`src/rtl/axi_slv_wresp_pkg.sv`:
```
`default_nettype none
// ============================================================================
// Module      : axi_tb_pkg
// Description : Shared response codes, queue entry types and LFSR seed for
//               the AXI3 slave write responder.
// Revision    : 1.0
// ============================================================================
package axi_tb_pkg;

  localparam logic [1:0]  RESP_OKAY   = 2'b00;
  localparam logic [1:0]  RESP_SLVERR = 2'b10;
  localparam int unsigned c_ID_W      = 4;
  localparam logic [15:0] c_LFSR_SEED = 16'hACE1;

  typedef struct packed {
    logic [c_ID_W-1:0] id;
    logic [3:0]        len;
  } aw_ent_t;

  typedef struct packed {
    logic [c_ID_W-1:0] id;
    logic [1:0]        resp;
  } b_ent_t;

endpackage
`default_nettype wire

```
`src/rtl/axi_slv_wresp_sync_fifo.sv`:
```
`default_nettype none
// ============================================================================
// Module      : sync_fifo
// Description : Single-clock FIFO with an extra pointer bit separating full
//               from empty; head entry is presented combinationally.
// Revision    : 1.0
// ============================================================================
module sync_fifo #(
  parameter int WIDTH = 8,
  parameter int DEPTH = 4
) (
  input  logic             clk,
  input  logic             rst,
  input  logic             i_push,
  input  logic             i_pop,
  input  logic [WIDTH-1:0] i_data,
  output logic [WIDTH-1:0] o_data,
  output logic             o_full,
  output logic             o_empty
);

  localparam int c_AW = $clog2(DEPTH);

  logic [c_AW:0]      r_wr_ptr;
  logic [c_AW:0]      r_rd_ptr;
  logic [WIDTH-1:0]   r_mem [DEPTH];

  always_ff @(posedge clk) begin
    if (rst) begin
      r_wr_ptr <= '0;
      r_rd_ptr <= '0;
      for (int i = 0; i < DEPTH; i++) begin
        r_mem[i] <= '0;
      end
    end else begin
      if (i_push && !o_full) begin
        r_mem[r_wr_ptr[c_AW-1:0]] <= i_data;
        r_wr_ptr                  <= r_wr_ptr + 1'b1;
      end
      if (i_pop && !o_empty) begin
        r_rd_ptr <= r_rd_ptr + 1'b1;
      end
    end
  end

  assign o_empty = (r_wr_ptr == r_rd_ptr);
  assign o_full  = (r_wr_ptr[c_AW] != r_rd_ptr[c_AW]) &&
                   (r_wr_ptr[c_AW-1:0] == r_rd_ptr[c_AW-1:0]);
  assign o_data  = r_mem[r_rd_ptr[c_AW-1:0]];

endmodule
`default_nettype wire

```
`src/rtl/axi_slv_wresp.sv`:
```
`default_nettype none
// ============================================================================
// Module      : axi_slv_wresp
// Description : AXI3 slave write responder: in-order AW queue, W beat
//               checking against the head request, in-order B responses.
//               Optional macro AXI_SLV_RAND_READY_EN adds LFSR ready throttling.
// Revision    : 1.0
// ============================================================================
module axi_slv_wresp
  import axi_tb_pkg::*;
#(
  parameter int AXI_ID_W        = 4,
  parameter int AXI_DATA_W      = 32,
  parameter int SLV_OSTDREQ_NUM = 4
) (
  input  logic                    aclk,
  input  logic                    srst,
  input  logic                    in_awvalid,
  output logic                    out_awready,
  input  logic [AXI_ID_W-1:0]     in_awid,
  input  logic [3:0]              in_awlen,
  input  logic                    in_wvalid,
  output logic                    out_wready,
  input  logic [AXI_ID_W-1:0]     in_wid,
  input  logic [AXI_DATA_W-1:0]   in_wdata,
  input  logic [AXI_DATA_W/8-1:0] in_wstrb,
  input  logic                    in_wlast,
  output logic                    out_bvalid,
  input  logic                    in_bready,
  output logic [AXI_ID_W-1:0]     out_bid,
  output logic [1:0]              out_bresp,
  output logic [15:0]             out_err_cnt
);

  localparam int c_AW_W = AXI_ID_W + 4;
  localparam int c_B_W  = AXI_ID_W + 2;

  logic [c_AW_W-1:0]   w_aw_head;
  logic [c_B_W-1:0]    w_b_head;
  logic                w_aw_full, w_aw_empty, w_b_full, w_b_empty;
  logic [AXI_ID_W-1:0] w_head_id;
  logic [3:0]          w_head_len;
  logic                w_aw_push, w_w_fire, w_last_beat, w_burst_end;
  logic                w_beat_err, w_err_next, w_b_pop;
  logic [1:0]          w_b_resp;
  logic                w_aw_gate, w_w_gate;
  logic [3:0]          r_beat_cnt;
  logic                r_err_acc;
  logic [15:0]         r_err_cnt;
  logic                w_unused_data;

  // Write payload is a pure sink.
  assign w_unused_data = ^{in_wdata, in_wstrb};

`ifdef AXI_SLV_RAND_READY_EN
  logic [15:0] r_lfsr;

  always_ff @(posedge aclk) begin
    if (srst) begin
      r_lfsr <= c_LFSR_SEED;
    end else begin
      r_lfsr <= {r_lfsr[14:0], r_lfsr[15] ^ r_lfsr[13] ^ r_lfsr[12] ^ r_lfsr[10]};
    end
  end

  assign w_aw_gate = r_lfsr[1];
  assign w_w_gate  = r_lfsr[0];
`else
  assign w_aw_gate = 1'b1;
  assign w_w_gate  = 1'b1;
`endif

  assign out_awready = !w_aw_full && w_aw_gate;
  assign out_wready  = !w_aw_empty && !w_b_full && w_w_gate;

  assign w_head_id   = w_aw_head[c_AW_W-1:4];
  assign w_head_len  = w_aw_head[3:0];
  assign w_aw_push   = in_awvalid && out_awready;
  assign w_w_fire    = in_wvalid && out_wready;
  // Burst length comes from awlen; wlast is only checked, never trusted.
  assign w_last_beat = (r_beat_cnt == w_head_len);
  assign w_burst_end = w_w_fire && w_last_beat;
  assign w_beat_err  = (in_wid != w_head_id) || (in_wlast != w_last_beat);
  assign w_err_next  = r_err_acc || w_beat_err;
  assign w_b_resp    = w_err_next ? RESP_SLVERR : RESP_OKAY;
  assign w_b_pop     = out_bvalid && in_bready;

  sync_fifo #(
    .WIDTH (c_AW_W),
    .DEPTH (SLV_OSTDREQ_NUM)
  ) u_aw_fifo (
    .clk     (aclk),
    .rst     (srst),
    .i_push  (w_aw_push),
    .i_pop   (w_burst_end),
    .i_data  ({in_awid, in_awlen}),
    .o_data  (w_aw_head),
    .o_full  (w_aw_full),
    .o_empty (w_aw_empty)
  );

  sync_fifo #(
    .WIDTH (c_B_W),
    .DEPTH (SLV_OSTDREQ_NUM)
  ) u_b_fifo (
    .clk     (aclk),
    .rst     (srst),
    .i_push  (w_burst_end),
    .i_pop   (w_b_pop),
    .i_data  ({w_head_id, w_b_resp}),
    .o_data  (w_b_head),
    .o_full  (w_b_full),
    .o_empty (w_b_empty)
  );

  always_ff @(posedge aclk) begin
    if (srst) begin
      r_beat_cnt <= '0;
      r_err_acc  <= 1'b0;
      r_err_cnt  <= '0;
    end else begin
      if (w_w_fire) begin
        r_beat_cnt <= w_last_beat ? 4'd0 : r_beat_cnt + 4'd1;
        r_err_acc  <= w_last_beat ? 1'b0 : w_err_next;
      end
      if (w_burst_end && w_err_next && (r_err_cnt != 16'hFFFF)) begin
        r_err_cnt <= r_err_cnt + 16'd1;
      end
    end
  end

  assign out_bvalid  = !w_b_empty;
  assign out_bid     = w_b_head[c_B_W-1:2];
  assign out_bresp   = w_b_head[1:0];
  assign out_err_cnt = r_err_cnt;

endmodule
`default_nettype wire

```
`config.mk`:
```
export PLATFORM = sky130hd
export DESIGN_NAME = axi_slv_wresp
export DESIGN_NICKNAME = d
export VERILOG_FILES = /design/src/rtl/axi_slv_wresp_pkg.sv /design/src/rtl/axi_slv_wresp_sync_fifo.sv /design/src/rtl/axi_slv_wresp.sv
export SDC_FILE = /design/constraint.sdc
export NUM_CORES = 1
export LEC_CHECK = 0
export CORE_AREA = 2 2 116 118
export DETAILED_ROUTE_END_ITERATION = 16
export DIE_AREA = 0 0 118 120
export MAX_ROUTING_LAYER = met4
export REMOVE_ABC_BUFFERS = 1
export SLEW_MARGIN = 20
export SYNTH_ARGS = -nofsm -noshare
export SYNTH_HDL_FRONTEND = slang
export SYNTH_SLANG_ARGS = --single-unit
```
`constraint.sdc`:
```
create_clock -name aclk -period 5.2 [get_ports aclk]
set_input_delay 0.52 -clock aclk [delete_from_list [all_inputs] [get_ports aclk]]
set_output_delay 0.52 -clock aclk [all_outputs]
set_load 0.1 [all_outputs]
```
[Word level (Yosys, flattened, before mapping)]
Memories as Yosys holds them, arrays and structs flattened. A register that Yosys moved wholly into a read port is not among the register bits.
Cells that the tools add are included.
Cells by class
  add/subtract/negate cells: 6
  multipliers: 0
  div/mod/pow operators: 0
  $lt $le $gt $ge: 0
  eq/ne operators: 10
  shift operators: 0
  muxes and demuxes: 21
  bitwise gates (word level): 0
  reductions and logical operators: 21
Operators with widths (number)
  16-bit by 1-bit adder with 16-bit output (second input constant): 1
  16-bit != test (second input constant): 1
  2-bit two-way mux: 7
  1-bit logical AND: 13
  3-bit by 1-bit adder with 3-bit output (second input constant): 4
  1-bit two-way mux: 11
  8-bit two-way mux: 1
  8-bit OR reduction: 1
  3-bit equality test: 2
  6-bit two-way mux: 1
  6-bit OR reduction: 1
  4-bit by 1-bit adder with 4-bit output (second input constant): 1
  2-bit equality test: 2
  4-bit equality test: 1
  1-bit zero test: 4
  4-bit two-way mux: 1
  4-bit != test: 1
  1-bit != test: 3
  1-bit logical OR: 2
Storage, ports and cells
  register bits: 33
  latch bits: 0
  bits in writable memories: 56
  bits in read-only memories: 0
  input port bits: 54
  memories: 2
Memory list
  u_aw_fifo.r_mem: words 4, bits a word 8, rd ports 1, clocked after Yosys merged registers in 1, write ports 4, line axi_slv_wresp_sync_fifo.sv:26  | logic [WIDTH-1:0] r_mem [DEPTH];
  u_b_fifo.r_mem: words 4, bits a word 6, rd ports 1, clocked after Yosys merged registers in 1, write ports 4, line axi_slv_wresp_sync_fifo.sv:26

[Depth between registers and ports, before layout]
Gate-level depths: netlist of the first run.
  word-level depth: 12
  depth in mapped cells: 10
  gate-level depth less buffers: 6

[By module]
From an unflattened synthesis of the first run, not the netlist that was laid out.
Second synthesis, totals
  cell total of the unflattened synthesis: 444
  area total of the unflattened synthesis: 4812.1 sq um
Modules (own cells, without submodules)
  sync_fifo (u_aw_fifo): instances 1, cells an instance 161, area each 1936.9 sq um
  sync_fifo (u_b_fifo): instances 1, cells an instance 137, area each 1614.0 sq um
  axi_slv_wresp: instances 1, cells an instance 146, area each 1261.2 sq um

[Worst setup path before layout of the first run]
No wires, ideal clock.
  kind: register to register
  start: reg u_aw_fifo.r_wr_ptr[0]
  end: mem u_aw_fifo.r_mem[1][0], enable pin
  arrival: 2.671 ns
  slack: 2.219 ns
  stages on the path, launching flop included: 7
  path buffers: 0
  path through: dfxtp_1 xor2_1 nor2_1 nand2_1 nand2_1 nor4b_1 or2_2
RTL lines
  from (decl): line axi_slv_wresp_sync_fifo.sv:24  | logic [c_AW:0] r_wr_ptr;
  from (signal assigned): line axi_slv_wresp_sync_fifo.sv:38  | r_wr_ptr <= r_wr_ptr + 1'b1;
  to (decl): line axi_slv_wresp_sync_fifo.sv:26

==> results.cfg, run 1 <==
[outcome]
outcome = completed

[final_layout]
num_antenna_cells = 0
num-nets-final = 472
synthToLayoutAreaGrowth_pct = 19.2
layout-drive-gt1-share_pct = 12.9
finalInstanceArea_sq_um = 5260

[setup_path]
worst-path-buf-inv = 0
crit_path_max_fanout = 23
criticalPathCategory = reg -> reg
start_kind = flop
r2r_slack_ns = 1.85
critPathSlowestCell = dfxtp_1
r2r-end = u_b_fifo.r_mem[0][2]
crit_required_ns = 5.17
reg2regPathDepth = 5
crit_arrival_ns = 3.32
path_delay_family = flip-flops
max_stage_delay_ns = 0.82
endpoint_kind = flop
worstPathCellList = mux4_2 > xnor2_1 > nand4_4 > or2_4 > o31ai_1

[sta]
hold_viol = 0
setup_tns_ns = 0
slew_viol_final = 0
finalCritPeriodShare_pct = 64.5
finClkSkew_ns = 0.00935
holdWs_ns = 0.503
min_period_ns = 3.35
fmax_ghz = 0.298
fin_ws_ns = 1.85
max_slew_margin_pct = 34.6
worstMarginPinSlew_ns = 0.978
setup_viol = 0
rsz0062_at_grt = false

[power_and_ir_drop]
fin_total_pwr_mw = 1.65
p_per_area_nw_per_um2 = 313
swShare_pct = 27.8
pwr-share-comb_pct = 13.3
seq_power_share_pct = 48.6
p_int_mw = 1.19
leakage_nw = 1.87
ir_drop_v = 0.000121
power_frac_clock_pct = 38.1
p_switching_uw = 458

[worst_hold_path]
hold_depth = 2
min_from = out_err_cnt[12]
hold_path.class = reg -> reg
hold_path_end = out_err_cnt[12]

[detailed_routing]
drt-total-wl_um = 8850
firstDrtPassIters = 4
wl_per_cell_um = 14.9
drc_errors = 0
via_per_inst = 4.85
ant_nets = 0
drtIter0Drc = 136
vias = 2876

[floorplanning]
die_width_um = 118
die_area_sq_um = 14200
row_count = 42
core_area_sq_um = 13000
ios = 79
initial_core_util_pct = 34.0
die_h_um = 120

[synth]
syn_area_per_cell_sq_um = 11.8
synth_edf_count = 52
async_flop_share_pct = 0
synth-warning-count = 0
ys_seq_area_share_pct = 52.2
synth.ff_latch_count = 89
syn_inst = 373
yosys_most_used_dff = edfxtp_1
ys_types = 52
netlist_area_sq_um = 4410

[placement]
io_buffers = 41
place_hpwl_um = 6230
finalWeightedCongestion = 0.761
dpl-instance-area_sq_um = 4980
place_ws_ns = 1.74

[clock_network]
cts_max_path_buffers = 2
cts_made_buffers = 9
clkSinkCount = 89
ctsResizeCount = 0
clk_pin_slew_ns = 0.07
clk_latency_ns = 0.34
cts-root-buf = clkbuf_16
post_cts.repair.setup_buffers = 0
cts_tree = done
htree_levels = 3
postCtsHoldBufs = 0

[grt]
grt_pass1_vias = 2884
overflow = 0
grt_max_degree = 41
antenna_found_initial = 0
track_usage_pct = 13.7
grt_pass1_wl_um = 14800

[run]
cap_violations = 0
[cells in the mapped netlist, drive strengths merged, types with 7 or more instances]
| cell type | instances | share of area (%) |
|---|---|---|
| nor3 | 13 | 1.5 |
| nand2 | 19 | 1.6 |
| nand3 | 13 | 1.5 |
| mux2i | 8 | 1.8 |
| clkbuf | 9 | 0.77 |
| nor2b | 11 | 1.6 |
| nor4 | 10 | 2.3 |
| xor2 | 14 | 2.8 |
| and2 | 34 | 4.8 |
| mux4 | 13 | 6.9 |
| mux2 | 14 | 3.6 |
| dfxtp | 37 | 17 |
| buf | 8 | 1.5 |
| nor2 | 42 | 3.6 |
| xnor2 | 11 | 2.5 |
| edfxtp | 52 | 35 |
| inv | 7 | 0.60 |
[tightest hold or removal path, delay by kind of cell, from the launching register on]
family | cells | cell delay (ns)
compound gates | 1 | 0.06
flops | 1 | 0.33
buf+inv | 1 | 0.05
[worst max path at each step]
stage / from / end / slack (ns) / cells past startpoint
6_report: flop / u_b_fifo.r_mem[0][2] / 1.85 / 5
3_5_place_dp: flop / u_b_fifo.r_mem[3][5] / 1.74 / 5
5_1_grt: flop / u_b_fifo.r_mem[3][4] / 1.60 / 5
2_1_floorplan: u_aw_fifo.r_wr_ptr[0] / u_aw_fifo.r_mem[1][0] / 2.22 / 6
4_1_cts: flop / u_b_fifo.r_mem[3][4] / 1.74 / 5
3_3_place_gp: flop / u_b_fifo.r_mem[0][5] / 1.80 / 5
[routing by layer]
metal,track usage (%),up-vias,part of all wire [%]
met5,-,-,0
met3,2.42,14,2.4
met4,5.65,0,2.0
met1,16.0,1388,45
met2,23.4,33,51
li1,-,1441,-
[metrics by stage]
stage	utilization [%]	std cells
global route	40.5	593
finish	40.5	593
floorplan	-	356
CTS	40.5	593
detailed placement	38.3	577
global placement	38.3	577
[state kept, by name, indices dropped and copies added (netlist names), named ones only]
name and count:
out_err_cnt 16, r_beat_cnt 4, r_err_acc 1, u_aw_fifo.r_mem 32, u_aw_fifo.r_rd_ptr 3, u_aw_fifo.r_wr_ptr 3, u_b_fifo.r_mem 20, u_b_fifo.r_rd_ptr 3
u_b_fifo.r_wr_ptr 3
[placed cells by master (no fill, tap or decap), types with 2 or more instances in the layout]
cell	synthesis	final
or2_2	4	4
or4_1	2	2
mux4_1	3	3
and2_1	34	34
xor2_1	14	14
dfxtp_1	37	37
xnor2_2	2	2
mux2_2	6	6
and4b_1	2	2
mux4_2	10	10
clkinvlp_4	0	2
nor4_2	6	6
clkbuf_16	0	9
o31ai_1	3	3
and3_1	4	4
nand2_1	19	19
o21ai_0	6	6
clkdlybuf4s50_1	0	40
nand3b_1	2	2
a221oi_1	2	2
nand4_1	3	3
nor2b_1	11	11
nand3_1	13	13
mux2i_1	8	8
inv_1	7	7
a21oi_1	5	5
and4_1	2	2
edfxtp_1	52	52
ha_1	6	6
xnor2_1	9	9
nor3_1	13	13
inv_8	0	2
o31a_1	2	2
nor4_1	4	4
inv_6	0	2
nor2_1	42	42
buf_4	2	4
mux2_1	8	8
[final cells by class]
| class | count | area [sq um] |
|---|---|---|
| Sequential cell | 89 | 2300 |
| Clock inverter | 7 | 60.1 |
| Multi-Input combinational cell | 260 | 1990 |
| Timing Repair Buffer | 45 | 435 |
| Fill cell | 1271 | 7720 |
| Tap cell | 176 | 220 |
| Clock buffer | 9 | 225 |
| Inverter | 7 | 26.3 |
[kinds of logic (layout without fill, tap and decap cells)]
logic type | Yosys count | count (layout) | synth area share (%)
compound gates | 26 | 26 | 4.22
other cells | 1 | 1 | 0.0850
simple gates | 167 | 167 | 21.4
flops | 89 | 89 | 52.2
xor+xnor | 25 | 25 | 5.30
mux | 35 | 35 | 12.3
fa+ha+maj | 6 | 6 | 1.70
buf+inv | 24 | 68 | 2.86
[power groups by stage]
stage               registers [mW]  logic (mW)  clock network (mW)
global route                 0.805       0.236               0.666
finish                       0.801       0.218               0.628
CTS                          0.802       0.223               0.638
global placement             0.815       0.219                   0
floorplan                    0.813       0.156                   0
detailed placement           0.817       0.222                   0
No activity file was read; power rests on OpenSTA's default activity.
==> inputs of run 2 (changes only) <==
==> constraint.sdc (replaced) <==
create_clock -name aclk -period 3.2 [get_ports aclk]
set_input_delay 0.32 -clock aclk [delete_from_list [all_inputs] [get_ports aclk]]
set_output_delay 0.32 -clock aclk [all_outputs]
set_load 0.1 [all_outputs]
==> results.cfg, run 2 (synthesis gave the netlist of run 1 again) <==
[setup_path]
start_kind = flop
critPathSlowestCell = mux4_2
crit_required_ns = 3.42
crit_arrival_ns = 3.03
max_stage_delay_ns = 0.55
criticalPathCategory = reg -> reg
endpoint_kind = flop
worst-path-buf-inv = 1
path_delay_family = simple AND/OR/NAND/NOR gates
worstPathCellList = buf_4 > mux4_2 > xnor2_1 > nand4_4 > or2_4 > nor4_1 > mux2_2
crit_path_max_fanout = 23
r2r_slack_ns = 0.39

[clock_network]
clk_latency_ns = 0.33
htree_levels = 3
postCtsHoldBufs = 0
clk_pin_slew_ns = 0.06
clkSinkCount = 89
cts-root-buf = clkbuf_16
cts_tree = done
post_cts.repair.setup_buffers = 0
cts_made_buffers = 9
ctsResizeCount = 0
cts_max_path_buffers = 2

[final_layout]
final_cell_mix = edfxtp_1 (52), nor2_1 (42), dfxtp_1 (37)
area.sequential_sq_um = 2300
num_antenna_cells = 0
final_common_cell = edfxtp_1
regMostFlops = u_aw_fifo.r_mem
multiInputGateArea_sq_um = 1990
num-nets-final = 484
fill_cells = 1242
synthToLayoutAreaGrowth_pct = 20.3
layout-drive-gt1-share_pct = 16.6
largest_reg_flops = 32

[grt]
grt_pass1_vias = 2752
grt_max_degree = 33
grt_pass1_wl_um = 14100
antenna_found_initial = 0
overflow = 0
track_usage_pct = 13.0

[detailed_routing]
via_per_inst = 4.80
vias = 2905
drtIter0Drc = 110
drt-total-wl_um = 8700
firstDrtPassIters = 4
drc_errors = 0
ant_nets = 0
wl_per_cell_um = 14.4

[floorplanning]
die_h_um = 120
ios = 79
die_width_um = 118
row_count = 42
initial_core_util_pct = 34.0
die_area_sq_um = 14200
core_area_sq_um = 13000

[sta]
worstMarginPinSlew_ns = 0.972
slew_viol_final = 0
max_slew_margin_pct = 35.0
finClkSkew_ns = 0.00868
holdWs_ns = 0.472
setup_tns_ns = 0
setup_viol = 0
hold_viol = 0
finalCritPeriodShare_pct = 87.9
rsz0062_at_grt = false
fmax_ghz = 0.356
min_period_ns = 2.81

[placement]
finalWeightedCongestion = 0.765
place_hpwl_um = 6200
io_buffers = 41

[run]
cap_violations = 0

[power_and_ir_drop]
leakage_nw = 1.94
ir_drop_v = 0.000216
p_per_area_nw_per_um2 = 497

[outcome]
outcome = completed

[worst_hold_path]
hold_path.class = in -> reg
run 2: cell types whose count changed in the layout (fill, tap and decap cells not counted), sizes merged:
cell and delta:
buf +20, inv -2, clkbuf +1, clkinv +2, clkinvlp -1, clkdlybuf4s50 -8
run 2: final timing paths:
| path | start | cells past startpoint | endpoint |
|---|---|---|---|
| setup / recovery | flop | 7 | out_err_cnt[3] |
| hold / removal | srst | 3 | u_aw_fifo.r_wr_ptr[1] |
| setup reg to reg | flop | 7 | out_err_cnt[3] |
| hold reg to reg | out_err_cnt[12] | 2 | out_err_cnt[12] |
run 2: area by class of cell:
class | instances | share of cell area [%]
Multi-Input combinational cell | 260 | 37.4
Clock buffer | 10 | 4.31
Tap cell | 176 | 4.15
Sequential cell | 89 | 43.3
Inverter | 7 | 0.495
Timing Repair Buffer | 57 | 9.52
Clock inverter | 6 | 0.801
run 2: metrics by stage:
stage          util (%)  area [sq um]  total power, mW  worst slack, ns  std cells
6_report           40.9          5310             2.64            0.389        605
5_1_grt            40.9          5310             2.74            0.264        605
4_1_cts            40.9          5310             2.67            0.393        605
3_5_place_dp       38.8          5040             1.70            0.399        589
3_3_place_gp       38.8          5040             1.69            0.430        589
2_1_floorplan         -          4310             1.57            0.219        356
run 2: power by group:
part	internal, mW	switching (mW)	leakage [nW]	total, mW
registers	1.26	0.0322	0.838	1.29
clock network	0.530	0.448	0.131	0.978
logic	0.133	0.235	0.969	0.368
run 2: worst min-delay path: stages:
cell and delay (ns):
buf_2 0.09, buf_4 0.27, a21oi_1 0.07
run 2: layer usage:
metal / vias up / routed length [um] / share of wire (%) / GRT usage, %
met4: 0 / 96 / 1.1 / 3.99
met1: 1396 / 3880 / 45 / 15.7
met5: - / 0 / 0 / -
met3: 6 / 256 / 2.9 / 2.66
li1: 1462 / - / - / -
met2: 41 / 4470 / 51 / 21.9
